===== src/rtl/mic_frame_writer_pkg.sv =====
`default_nettype none
// ============================================================================
//  Module   : mic_array_pkg
//  Purpose  : Shared constants, FSM state type and frame-geometry helper for
//             the microphone frame writer and its capture stage.
//  Contents : SAMPLE_W, RAM_DATA_W, BANKS, fsm_state_t, words_per_frame()
//  Revision : 1.0 - initial release
// ============================================================================
package mic_array_pkg;

  localparam int SAMPLE_W   = 16;
  localparam int RAM_DATA_W = 32;
  localparam int BANKS      = 2;

  typedef enum logic [0:0] {
    COLLECT = 1'b0,
    WRITE   = 1'b1
  } fsm_state_t;

  // Two 16-bit samples fit in one RAM word; an odd channel count leaves the
  // upper half of the last word empty.
  function automatic int words_per_frame(input int mic_n);
    return (mic_n + 1) / 2;
  endfunction

endpackage
`default_nettype wire


===== src/rtl/mic_frame_writer_if.sv =====
`default_nettype none
// ============================================================================
//  Module   : mic_frame_writer_if
//  Purpose  : Avalon-MM style write port toward on-chip RAM slave s2.
//  Signals  : ram_address    - word address
//             ram_write      - write strobe
//             ram_writedata  - 32-bit write data
//             ram_byteenable - byte enables (always all ones)
//             ram_chipselect - follows ram_write
//             ram_clken      - clock enable (always one)
//  Modports : master (frame writer drives), slave (RAM side observes)
//  Revision : 1.0 - initial release
// ============================================================================
interface mic_frame_writer_if #(
  parameter int ADDR_W = 10
);

  logic [ADDR_W-1:0]                      ram_address;
  logic                                   ram_write;
  logic [mic_array_pkg::RAM_DATA_W-1:0]   ram_writedata;
  logic [3:0]                             ram_byteenable;
  logic                                   ram_chipselect;
  logic                                   ram_clken;

  modport master (
    output ram_address, ram_write, ram_writedata,
           ram_byteenable, ram_chipselect, ram_clken
  );

  modport slave (
    input  ram_address, ram_write, ram_writedata,
           ram_byteenable, ram_chipselect, ram_clken
  );

endinterface
`default_nettype wire


===== src/rtl/mic_frame_writer_capture.sv =====
`default_nettype none
// ============================================================================
//  Module   : mic_sample_capture
//  Purpose  : Holds the latest sample of every channel until a full frame is
//             available, flags overruns and hands the frame to the writer.
//  Ports    : clk, rst          - clock, synchronous active-high reset
//             enable            - samples accepted only while high
//             sample_valid/data - per-channel sample strobes and data
//             frame_take        - writer consumes the frame this cycle
//             frame_ready       - every channel has (or is receiving) a sample
//             frame_data        - frame contents to latch on frame_take
//             sample_overrun    - sticky overrun flag
//  Revision : 1.0 - initial release
// ============================================================================
module mic_sample_capture
  import mic_array_pkg::*;
#(
  parameter int MIC_N = 2
) (
  input  wire logic                      clk,
  input  wire logic                      rst,
  input  wire logic                      enable,
  input  wire logic [MIC_N-1:0]          sample_valid,
  input  wire logic [SAMPLE_W*MIC_N-1:0] sample_data,
  input  wire logic                      frame_take,
  output logic                           frame_ready,
  output logic [SAMPLE_W*MIC_N-1:0]      frame_data,
  output logic                           sample_overrun
);

  logic [MIC_N-1:0]          have;
  logic [SAMPLE_W*MIC_N-1:0] hold;

  // A channel whose sample arrives in the same cycle as the last missing one
  // counts as present; its data bypasses the hold register straight into the
  // frame, which gives the one-cycle sample-to-write latency.
  always_comb begin
    frame_ready = enable && (&(have | sample_valid));
    frame_data  = '0;
    for (int c = 0; c < MIC_N; c++) begin
      frame_data[c*SAMPLE_W +: SAMPLE_W] = have[c] ? hold[c*SAMPLE_W +: SAMPLE_W]
                                                   : sample_data[c*SAMPLE_W +: SAMPLE_W];
    end
  end

  always_ff @(posedge clk) begin
    if (rst) begin
      have           <= '0;
      hold           <= '0;
      sample_overrun <= 1'b0;
    end else if (!enable) begin
      have <= '0;
    end else begin
      for (int c = 0; c < MIC_N; c++) begin
        if (frame_take) begin
          // Held value went into the frame; a strobe arriving now starts the
          // next frame. A strobe on an empty channel was consumed directly.
          if (have[c] && sample_valid[c]) begin
            hold[c*SAMPLE_W +: SAMPLE_W] <= sample_data[c*SAMPLE_W +: SAMPLE_W];
            have[c]                      <= 1'b1;
          end else begin
            have[c] <= 1'b0;
          end
        end else if (sample_valid[c]) begin
          hold[c*SAMPLE_W +: SAMPLE_W] <= sample_data[c*SAMPLE_W +: SAMPLE_W];
          have[c]                      <= 1'b1;
          if (have[c]) begin
            sample_overrun <= 1'b1;
          end
        end
      end
    end
  end

endmodule
`default_nettype wire


===== src/rtl/mic_frame_writer.sv =====
`default_nettype none
// ============================================================================
//  Module   : mic_frame_writer
//  Purpose  : Packs one sample per microphone into a frame of 32-bit words and
//             writes frames into a two-bank ping-pong buffer in on-chip RAM.
//  Ports    : clk, rst          - clock, synchronous active-high reset
//             enable            - frame acceptance enable
//             sample_valid/data - per-channel decimated samples
//             ram               - RAM s2 write port (master modport)
//             bank_full         - per-bank complete flags
//             buf_ack/ack_bank  - software acknowledge of a shipped bank
//             drop_count        - saturating count of frames lost to full banks
//             sample_overrun    - sticky capture overrun flag
//  Revision : 1.0 - initial release
// ============================================================================
module mic_frame_writer
  import mic_array_pkg::*;
#(
  parameter int MIC_N      = 2,
  parameter int ADDR_W     = 10,
  parameter int BANK_WORDS = 512
) (
  input  wire logic                      clk,
  input  wire logic                      rst,
  input  wire logic                      enable,
  input  wire logic [MIC_N-1:0]          sample_valid,
  input  wire logic [SAMPLE_W*MIC_N-1:0] sample_data,
  mic_frame_writer_if.master             ram,
  output logic [BANKS-1:0]               bank_full,
  input  wire logic                      buf_ack,
  input  wire logic                      ack_bank,
  output logic [15:0]                    drop_count,
  output logic                           sample_overrun
);

  localparam int WPF      = words_per_frame(MIC_N);
  localparam int WIDX_W   = (WPF > 1) ? $clog2(WPF) : 1;
  localparam int PTR_W    = (BANK_WORDS > 1) ? $clog2(BANK_WORDS) : 1;
  localparam int SHADOW_W = WPF * RAM_DATA_W;

  localparam logic [ADDR_W-1:0] BANK1_BASE = ADDR_W'(BANK_WORDS);
  localparam logic [WIDX_W-1:0] LAST_WORD  = WIDX_W'(WPF - 1);
  localparam logic [PTR_W-1:0]  LAST_PTR   = PTR_W'(BANK_WORDS - 1);

  fsm_state_t                state;
  fsm_state_t                state_next;

  logic                      frame_ready;
  logic                      frame_take;
  logic                      drop;
  logic [SAMPLE_W*MIC_N-1:0] frame_data;
  logic [SHADOW_W-1:0]       shadow;
  logic [SHADOW_W-1:0]       shadow_next;
  logic [WIDX_W-1:0]         word_idx;
  logic [PTR_W-1:0]          word_ptr;
  logic                      cur_bank;
  logic [BANKS-1:0]          bank_full_next;
  logic                      writing;
  logic                      last_word;
  logic                      bank_wrap;
  logic [RAM_DATA_W-1:0]     word_mux [2**WIDX_W];

  mic_sample_capture #(
    .MIC_N (MIC_N)
  ) u_capture (
    .clk            (clk),
    .rst            (rst),
    .enable         (enable),
    .sample_valid   (sample_valid),
    .sample_data    (sample_data),
    .frame_take     (frame_take),
    .frame_ready    (frame_ready),
    .frame_data     (frame_data),
    .sample_overrun (sample_overrun)
  );

  // Frames are only taken between writes; a frame aimed at a full bank is
  // still taken (so capture restarts) but is discarded.
  assign frame_take = frame_ready && (state == COLLECT);
  assign drop       = frame_take && bank_full[cur_bank];
  assign writing    = (state == WRITE);
  assign last_word  = (word_idx == LAST_WORD);
  assign bank_wrap  = (word_ptr == LAST_PTR);

  // Word view of the frame shadow; slots beyond the frame read as zero.
  for (genvar w = 0; w < 2**WIDX_W; w++) begin : g_words
    if (w < WPF) begin : g_live
      assign word_mux[w] = shadow[w*RAM_DATA_W +: RAM_DATA_W];
    end else begin : g_pad
      assign word_mux[w] = '0;
    end
  end

  // ---------------------------------------------------------------- FSM
  always_ff @(posedge clk) begin
    if (rst) begin
      state <= COLLECT;
    end else begin
      state <= state_next;
    end
  end

  always_comb begin
    state_next = state;
    case (state)
      COLLECT: if (frame_take && !drop) state_next = WRITE;
      WRITE:   if (last_word)           state_next = COLLECT;
      default:                          state_next = COLLECT;
    endcase
  end

  always_comb begin
    ram.ram_write      = writing;
    ram.ram_chipselect = writing;
    ram.ram_byteenable = 4'hF;
    ram.ram_clken      = 1'b1;
    ram.ram_address    = (cur_bank ? BANK1_BASE : '0) + ADDR_W'(word_ptr);
    ram.ram_writedata  = word_mux[word_idx];
  end

  // ---------------------------------------------------------------- datapath
  always_comb begin
    bank_full_next = bank_full;
    if (buf_ack) begin
      bank_full_next[ack_bank] = 1'b0;
    end
    // Writes never target a full bank, so this cannot collide with an ack of
    // the same bank.
    if (writing && bank_wrap) begin
      bank_full_next[cur_bank] = 1'b1;
    end

    // Zero padding supplies the empty upper half of the last word when the
    // channel count is odd.
    shadow_next = '0;
    shadow_next[SAMPLE_W*MIC_N-1:0] = frame_data;
  end

  always_ff @(posedge clk) begin
    if (rst) begin
      shadow     <= '0;
      word_idx   <= '0;
      word_ptr   <= '0;
      cur_bank   <= 1'b0;
      bank_full  <= '0;
      drop_count <= '0;
    end else begin
      bank_full <= bank_full_next;

      if (frame_take && !drop) begin
        shadow <= shadow_next;
      end

      if (drop && (drop_count != 16'hFFFF)) begin
        drop_count <= drop_count + 16'd1;
      end

      if (writing) begin
        word_idx <= last_word ? '0 : word_idx + 1'b1;
        if (bank_wrap) begin
          word_ptr <= '0;
          cur_bank <= ~cur_bank;
        end else begin
          word_ptr <= word_ptr + 1'b1;
        end
      end
    end
  end

endmodule
`default_nettype wire

===== src/flat_wrapper.sv =====
// flat-port wrapper written by rule: the top's interface ports become plain ports
module mic_frame_writer_flat import mic_array_pkg::*;
#(
  parameter int MIC_N      = 2,
  parameter int ADDR_W     = 10,
  parameter int BANK_WORDS = 512
)
  (clk, rst, enable, sample_valid, sample_data, bank_full, buf_ack, ack_bank, drop_count, sample_overrun, ram_ram_address, ram_ram_write, ram_ram_writedata, ram_ram_byteenable, ram_ram_chipselect, ram_ram_clken);
  mic_frame_writer_if #(.ADDR_W(ADDR_W)) ram_i ();
  input  wire logic clk;
  input  wire logic rst;
  input  wire logic enable;
  input  wire logic [MIC_N-1:0] sample_valid;
  input  wire logic [SAMPLE_W*MIC_N-1:0] sample_data;
  output logic [BANKS-1:0] bank_full;
  input  wire logic buf_ack;
  input  wire logic ack_bank;
  output logic [15:0] drop_count;
  output logic sample_overrun;
  output wire logic [$bits(ram_i.ram_address)-1:0] ram_ram_address;
  output wire logic [$bits(ram_i.ram_write)-1:0] ram_ram_write;
  output wire logic [$bits(ram_i.ram_writedata)-1:0] ram_ram_writedata;
  output wire logic [$bits(ram_i.ram_byteenable)-1:0] ram_ram_byteenable;
  output wire logic [$bits(ram_i.ram_chipselect)-1:0] ram_ram_chipselect;
  output wire logic [$bits(ram_i.ram_clken)-1:0] ram_ram_clken;
  assign ram_ram_address = ram_i.ram_address;
  assign ram_ram_write = ram_i.ram_write;
  assign ram_ram_writedata = ram_i.ram_writedata;
  assign ram_ram_byteenable = ram_i.ram_byteenable;
  assign ram_ram_chipselect = ram_i.ram_chipselect;
  assign ram_ram_clken = ram_i.ram_clken;
  mic_frame_writer #(.MIC_N(MIC_N), .ADDR_W(ADDR_W), .BANK_WORDS(BANK_WORDS)) u_core (.clk(clk), .rst(rst), .enable(enable), .sample_valid(sample_valid), .sample_data(sample_data), .ram(ram_i), .bank_full(bank_full), .buf_ack(buf_ack), .ack_bank(ack_bank), .drop_count(drop_count), .sample_overrun(sample_overrun));
endmodule

===== config.mk =====
export PLATFORM = sky130hd
export DESIGN_NAME = mic_frame_writer_flat
export DESIGN_NICKNAME = d
export VERILOG_FILES = /design/src/rtl/mic_frame_writer_pkg.sv /design/src/rtl/mic_frame_writer_if.sv /design/src/rtl/mic_frame_writer_capture.sv /design/src/rtl/mic_frame_writer.sv /design/src/flat_wrapper.sv
export SDC_FILE = /design/constraint.sdc
export NUM_CORES = 1
export LEC_CHECK = 0
export CAP_MARGIN = 20
export CORE_MARGIN = 2
export CORE_UTILIZATION = 30
export CTS_BUF_LIST = sky130_fd_sc_hd__clkbuf_8
export CTS_CLUSTER_DIAMETER = 120
export DETAILED_ROUTE_END_ITERATION = 10
export SLEW_MARGIN = 10
export SYNTH_ARGS = -nofsm -noshare
export SYNTH_HDL_FRONTEND = slang
export SYNTH_SLANG_ARGS = --single-unit

===== constraint.sdc =====
create_clock -name clk -period 2.47 [get_ports clk]
set_input_delay 0.494 -clock clk [delete_from_list [all_inputs] [get_ports clk]]
set_output_delay 0.494 -clock clk [all_outputs]
set_load 0.005 [all_outputs]

==> out/results.txt, run 1 <==
status -> finished clean
Max IR drop VDD -> 216 uV
Register Area -> 0.00192 sq mm
crit path DAT -> 2.32 ns
pin count of the biggest net entering global routing -> 66
Clock Latency Late Sink -> 0.38 ns
Worst R2R Path Depth -> 6
Levels on crit path -> 6
# diodes -> 0
Cell variety after synth -> 44
Leak -> 0.00190 uW
worst clock skew -> 0.0126 ns
cell taking the most area after synthesis -> dfxtp_1
Initial Util -> 30.5%
setup tns final -> 0 ns
CP peak stage delay -> 0.43 ns
worst-path fanout max -> 15
number of enable flip-flop cells after synthesis -> 0
Comb power frac -> 13.1%
Die Y-Extent -> 122 um
Multi-input gate area -> 0.00210 sq mm
# clock sinks -> 96
hold buffer count at CTS -> 0
delay-heaviest family, CP -> simple AND/OR/NAND/NOR gates
Switch Pwr -> 795 uW
reg2reg setup slack -> 0.43 ns
Max-Cap Viols -> 0
measured slew at the worst slew-check pin -> 0.655 ns
first-pass GRT wire length -> 16700 um
synth top area cells -> dfxtp_1 (46%), mux2i_1 (8.1%), nand2_1 (6.9%), a211oi_1 (5.7%), a21oi_1 (5.6%)
hold path cells -> 2
drt first pass iters -> 4
top cells by count, synth -> dfxtp_1 (96), nand2_1 (77), nor2_1 (54)
IO Count -> 107
layout cell share with drive strength beyond 1 -> 8.36%
Longest Clk Path Bufs -> 2
path type of the worst min-delay path -> register to register
initial antenna violation count -> 0
largest family of logic cells by synthesized area -> simple AND/OR/NAND/NOR gates
nets -> 611
FF+latch count, synth -> 96
Post-Place Cells -> 738
full die area -> 0.0150 sq mm
CP max stage cell -> dfxtp_1
vias in the first global route -> 3423
sequential share of power -> 54.5%
Rel. slew slack -> 56.3%
Detail Route Antenna Nets -> 0
post-synthesis mux area share -> 10.1%
H-tree Lvls -> 3
post-CTS sizing -> 0
drt first-iter violations -> 187
clock share of power -> 32.4%
post-route insts no fill -> 754
Routed WL per cell -> 13.6 um
post-synthesis cell count -> 474
Ys Warns -> 0
Sw Share -> 26.4%
most common cell in the netlist -> dfxtp_1
gpl congestion -> 0.766
TritonCTS Buffers -> 9
CP bufs+invs -> 1
final wirelength -> 10200 um
CTS clock-pin slew for the worst setup and hold paths -> 0.10 ns
Post-Synth XOR/XNOR Area -> 1.04%
GRT Residual Overflow -> 0
Synth Area in Adders -> 0.893%
FMAX -> 0.489 GHz
DPL Wire Length -> 6990 um
critical path required time -> 2.74 ns
Die Span X -> 122 um
Post-Syn Area -> 0.00420 sq mm
Compound-Gate Fraction of Synth Area -> 15.5%
Synth-to-Final Area Change -> 33.0%
clock period minus worst slack -> 2.04 ns
register area share after synthesis -> 45.7%
PwrDens -> 539 mW/mm^2
worst path cell trace -> ha_1 -> nand4_2 -> nor4_4 -> buf_4 -> nor4_2 -> mux2_4
area share of the largest cell type after synthesis -> 45.7%
CTS Root Cell -> clkbuf_8
core area -> 0.0138 sq mm
total global routing track utilization -> 13.9%
I/O Buffers -> 101
final period utilization -> 82.7%
Final Hold Fails -> 0
CTS tree -> built
Synth Area in Simple Gates -> 21.9%
Syn Area/Cell -> 8.86 sq um
final setup fails -> 0
Via density -> 4.91
setup bufs post-CTS -> 0
Site Rows -> 43
Fill cells -> 1429
Int Pwr -> 2210 uW
Setup Crit Path Kind -> register to register
total number of vias -> 3705
CP Capture Type -> register
Remaining DRCs -> 0
ys async rst share -> 0%
Worst setup SP type -> register
RSZ-0062 raised after global routing -> no
Max Slew Vio Count -> 0
Top FF cell, synth -> dfxtp_1
layout by cell type, fill, tap and decap left out, types with 2 or more instances in the layout:
cell,count
nor4_4,2
a211oi_1,32
clkinv_2,2
nand4_2,2
or2_2,2
or3_1,3
and4_1,3
a21oi_1,47
clkinvlp_4,2
o311ai_2,2
nand2b_1,4
o41ai_1,3
nor2_1,54
nand4_1,5
and3b_1,2
dfxtp_1,96
or4_1,8
o21ai_0,7
buf_4,14
nor4_1,5
o311a_1,2
inv_6,2
buf_12,2
and3_1,2
nor2b_1,6
nand3_1,8
conb_1,5
ha_1,3
nand2_1,77
inv_1,3
mux2_2,5
clkdlybuf4s50_1,100
xor2_1,5
o31ai_1,5
mux2i_1,34
clkbuf_8,10
power by group through the flow:
stage	registers [uW]	logic, uW	clock network (uW)
3_5_place_dp	1680	397	0
5_1_grt	1650	433	1080
6_report	1640	393	975
4_1_cts	1640	398	1020
3_3_place_gp	1670	390	0
2_1_floorplan	1670	195	0
registers in the layout, indices dropped and copies added (netlist names):
signal	count
u_core.drop_count	16
u_core.word_ptr	9
u_core.cur_bank	1
u_core.bank_full	2
u_core.u_capture.hold	32
u_core.shadow	32
u_core.u_capture.sample_overrun	1
u_core.ram.ram_chipselect	1
u_core.u_capture.have	2
kinds of logic after synthesis:
group           after synthesis
simple gates                188
compound gates              101
flops                        96
mux                          41
buf+inv                      39
xor+xnor                      5
fa+ha+maj                     3
other cells                   1
area by class of cell:
class	instances	share of cell area, %
timing repair buffer	116	20.5
inverter	3	0.202
sequential	96	34.4
clock inverter	6	0.761
tap	180	4.03
clock buffer	10	2.46
multi-input combinational	343	37.6
worst reg2reg max path, cell delays in order, from the launching register on:
cell	delay, ns
dfxtp_1	0.43
ha_1	0.27
nand4_2	0.19
nor4_4	0.44
buf_4	0.26
nor4_2	0.07
mux2_4	0.29
per-stage QoR:
step	worst slack (ns)	power, uW	instance area, sq um	hold slack [ns]	utilization (%)
floorplan	0.604	1870	4220	0.436	-
global placement	0.128	2060	5410	0.441	39.3
finish	0.426	3010	5590	0.459	40.6
global route	0.300	3160	5590	0.481	40.6
detailed placement	0.103	2070	5410	0.448	39.3
CTS	0.426	3060	5590	0.462	40.6
layer usage:
layer | part of all wire (%) | wire [um] | global-route usage, % | vias to the layer above
li1 | - | - | - | 1870
met1 | 46 | 4760 | 18.1 | 1740
met2 | 46 | 4750 | 21.9 | 82
met3 | 5.5 | 559 | 3.86 | 13
met4 | 1.6 | 162 | 5.60 | 0
met5 | 0 | 0 | 0 | -
path summary, 6_finish.rpt:
check                                                         endpoint                                    from
worst max-delay path                 u_core.drop_count[7]$_SDFFE_PP0P_       u_core.drop_count[0]$_SDFFE_PP0P_
worst min-delay path            u_core.u_capture.hold[22]$_SDFFE_PP0P_  u_core.u_capture.hold[22]$_SDFFE_PP0P_
worst max register to register       u_core.drop_count[7]$_SDFFE_PP0P_       u_core.drop_count[0]$_SDFFE_PP0P_
worst min register to register  u_core.u_capture.hold[22]$_SDFFE_PP0P_  u_core.u_capture.hold[22]$_SDFFE_PP0P_
Note: power is estimated with default switching activity, not from simulation.
==> run 2, diff against run 1 <==
==> constraint.sdc (replaced) <==
create_clock -name clk -period 2.1 [get_ports clk]
set_input_delay 0.42 -clock clk [delete_from_list [all_inputs] [get_ports clk]]
set_output_delay 0.42 -clock clk [all_outputs]
set_load 0.005 [all_outputs]
==> run 2 against run 1 <==
Net effect:
- critical path depth unchanged
- largest cell class unchanged
- clock skew rose by 0.0021 ns
- flip-flop and latch count stayed put
- sequential share of layout area down 0.12 points
- first-iteration DRC count shrank 20%
==> out/results.txt, run 2 (synthesis gave the netlist of run 1 again) <==
Cell Area, Placed -> 0.00542 sq mm (+0.28%)
total number of vias -> 3655 (-1.3%)
Max Slew Vio Count -> 0 (unchanged)
CTS Root Cell -> clkbuf_8
Leak -> 0.00192 uW (+1.1%)
first-pass GRT wire length -> 16600 um (-0.71%)
post-CTS sizing -> 0 (unchanged)
Die Y-Extent -> 122 um (unchanged)
hold buffer count at CTS -> 0 (unchanged)
drt first-iter violations -> 150 (-20%)
nets -> 613 (+0.33%)
core area -> 0.0138 sq mm (unchanged)
vias in the first global route -> 3417 (-0.18%)
final setup fails -> 0 (unchanged)
reg2reg setup slack -> 0.17 ns (-0.25 ns)
post-route cell area -> 0.00561 sq mm (+0.34%)
Worst setup SP type -> register
path type of the worst min-delay path -> register to register
gpl congestion -> 0.753 (-1.8%)
Routed WL per cell -> 13.7 um (+1.2%)
clock share of power -> 32.5% (about the same)
commonest non-fill, non-tap cell in the layout -> clkdlybuf4s50_1
Multi-input gate area -> 0.00210 sq mm (unchanged)
I/O Buffers -> 101 (unchanged)
clock period minus worst slack -> 1.93 ns (-0.115 ns)
Core Util, Final -> 40.7% (+0.14 points)
largest registers -> u_core.shadow: 32 flops, u_core.u_capture.hold: 32 flops, u_core.drop_count: 16 flops
Remaining DRCs -> 0 (unchanged)
crit path DAT -> 2.16 ns (-0.16 ns)
total global routing track utilization -> 14.0% (+0.088 points)
Int Pwr -> 2660 uW (+20%)
CTS tree -> built
worst-path fanout max -> 14 (-1)
initial antenna violation count -> 0 (unchanged)
CTS clock-pin slew for the worst setup and hold paths -> 0.10 ns (about the same)
setup bufs post-CTS -> 0 (unchanged)
RSZ-0062 raised after global routing -> no
critical path required time -> 2.33 ns (-0.41 ns)
# clock sinks -> 96 (unchanged)
final period utilization -> 91.8% (+9.1 points)
dpl ws -> -0.116 ns (-0.219 ns)
TritonCTS Buffers -> 9 (unchanged)
sequential share of power -> 54.4% (about the same)
Sw Share -> 25.2% (-1.3 points)
H-tree Lvls -> 3 (unchanged)
layout cell share with drive strength beyond 1 -> 8.51% (+0.14 points)
Rel. slew slack -> 56.4% (+0.074 points)
drt first pass iters -> 4 (unchanged)
full die area -> 0.0150 sq mm (unchanged)
Via density -> 4.83 (-1.6%)
Die Span X -> 122 um (unchanged)
status -> finished clean
PwrDens -> 633 mW/mm^2 (+18%)
Switch Pwr -> 892 uW (+12%)
Max-Cap Viols -> 0 (unchanged)
Setup Crit Path Kind -> register to register
Site Rows -> 43 (unchanged)
Synth-to-Final Area Change -> 33.4%
DPL Wire Length -> 7170 um (+2.6%)
Fill cells -> 1406 (-1.6%)
Max IR drop VDD -> 289 uV (+34%)
commonest non-fill, non-tap cells in the layout -> clkdlybuf4s50_1 (100), dfxtp_1 (96), nand2_1 (77)
Register Area -> 0.00192 sq mm (unchanged)
Final Worst Setup Slack -> 0.172 ns (-0.255 ns)
Detail Route Antenna Nets -> 0 (unchanged)
Hold Slack -> 0.456 ns (-0.00270 ns)
CP Capture Type -> register
Longest Clk Path Bufs -> 2 (unchanged)
Final Hold Fails -> 0 (unchanged)
FMAX -> 0.519 GHz (+6.0%)
Clock Latency Late Sink -> 0.37 ns (about the same)
# diodes -> 0 (unchanged)
final wirelength -> 10400 um (+1.5%)
pin count of the biggest net entering global routing -> 66 (unchanged)
worst clock skew -> 0.0147 ns (+0.00211 ns)
GRT Residual Overflow -> 0 (unchanged)
measured slew at the worst slew-check pin -> 0.654 ns (-0.00111 ns)
Comb power frac -> 13.1% (about the same)
Initial Util -> 30.5% (unchanged)
IO Count -> 107 (unchanged)
## run 2: cell types whose count changed in the layout (fill, tap and decap cells not counted)
cell	before	now
inv_1	3	4
clkbuf_8	10	12
clkinvlp_4	2	0
buf_4	14	16
inv_6	2	0
clkinv_2	2	3
## run 2: path summary, 6_finish.rpt
kind                                                              startpoint                                           end  cells after the start
worst max-delay path                       u_core.drop_count[1]$_SDFFE_PP0P_             u_core.drop_count[2]$_SDFFE_PP0P_                      6
worst min-delay path            u_core.u_capture.sample_overrun$_SDFFE_PP0P_  u_core.u_capture.sample_overrun$_SDFFE_PP0P_                      2
worst max register to register             u_core.drop_count[1]$_SDFFE_PP0P_             u_core.drop_count[2]$_SDFFE_PP0P_                      6
worst min register to register  u_core.u_capture.sample_overrun$_SDFFE_PP0P_  u_core.u_capture.sample_overrun$_SDFFE_PP0P_                      2
## run 2: final cells by class
class                      instances  area share (%)
clock inverter                     4           0.335
timing repair buffer             118            20.7
multi-input combinational        343            37.5
tap                              180            4.02
sequential                        96            34.3
inverter                           3           0.201
clock buffer                      12            2.95
## run 2: worst max-delay path, stage by stage (launching register included)
cell and delay, ns:
dfxtp_1 0.42, ha_1 0.27, nand4_2 0.18, nor4_4 0.47, buf_4 0.26, or4_1 0.13, a21oi_1 0.06
## run 2: per-layer routing
metal / GRT usage, % / share of wire (%) / vias to the layer above
li1: - / - / 1866
met1: 17.4 / 46 / 1703
met2: 23.0 / 47 / 73
met3: 3.53 / 5.1 / 13
met4: 6.11 / 1.8 / 0
met5: 0 / 0 / -
## run 2: metrics by stage
step	std cells	setup TNS [ns]	total power, uW
floorplan	478	0	2200
global placement	740	-0.433	2430
detailed placement	740	-3.32	2440
CTS	756	0	3610
global route	756	0	3720
finish	756	0	3550
## run 2: power by group through the flow
stage | clock, uW | sequential [uW] | combinational [uW]
after CTS | 1210 | 1930 | 471
final | 1150 | 1930 | 465
after global routing | 1270 | 1940 | 513
after global placement | 0 | 1970 | 460
after floorplan | 0 | 1970 | 230
after detailed placement | 0 | 1970 | 469
==> run 3, diff against run 2 <==
--- a/config.mk
+++ b/config.mk
@@ -5,7 +5,7 @@
 export SDC_FILE = /design/constraint.sdc
 export NUM_CORES = 1
 export LEC_CHECK = 0
-export CAP_MARGIN = 20
+export CAP_MARGIN = 10
 export CORE_MARGIN = 2
 export CORE_UTILIZATION = 30
 export CTS_BUF_LIST = sky130_fd_sc_hd__clkbuf_8
==> results of run 3 <==
Same layout as run 2: the final DEF is identical, and so are final timing and power.
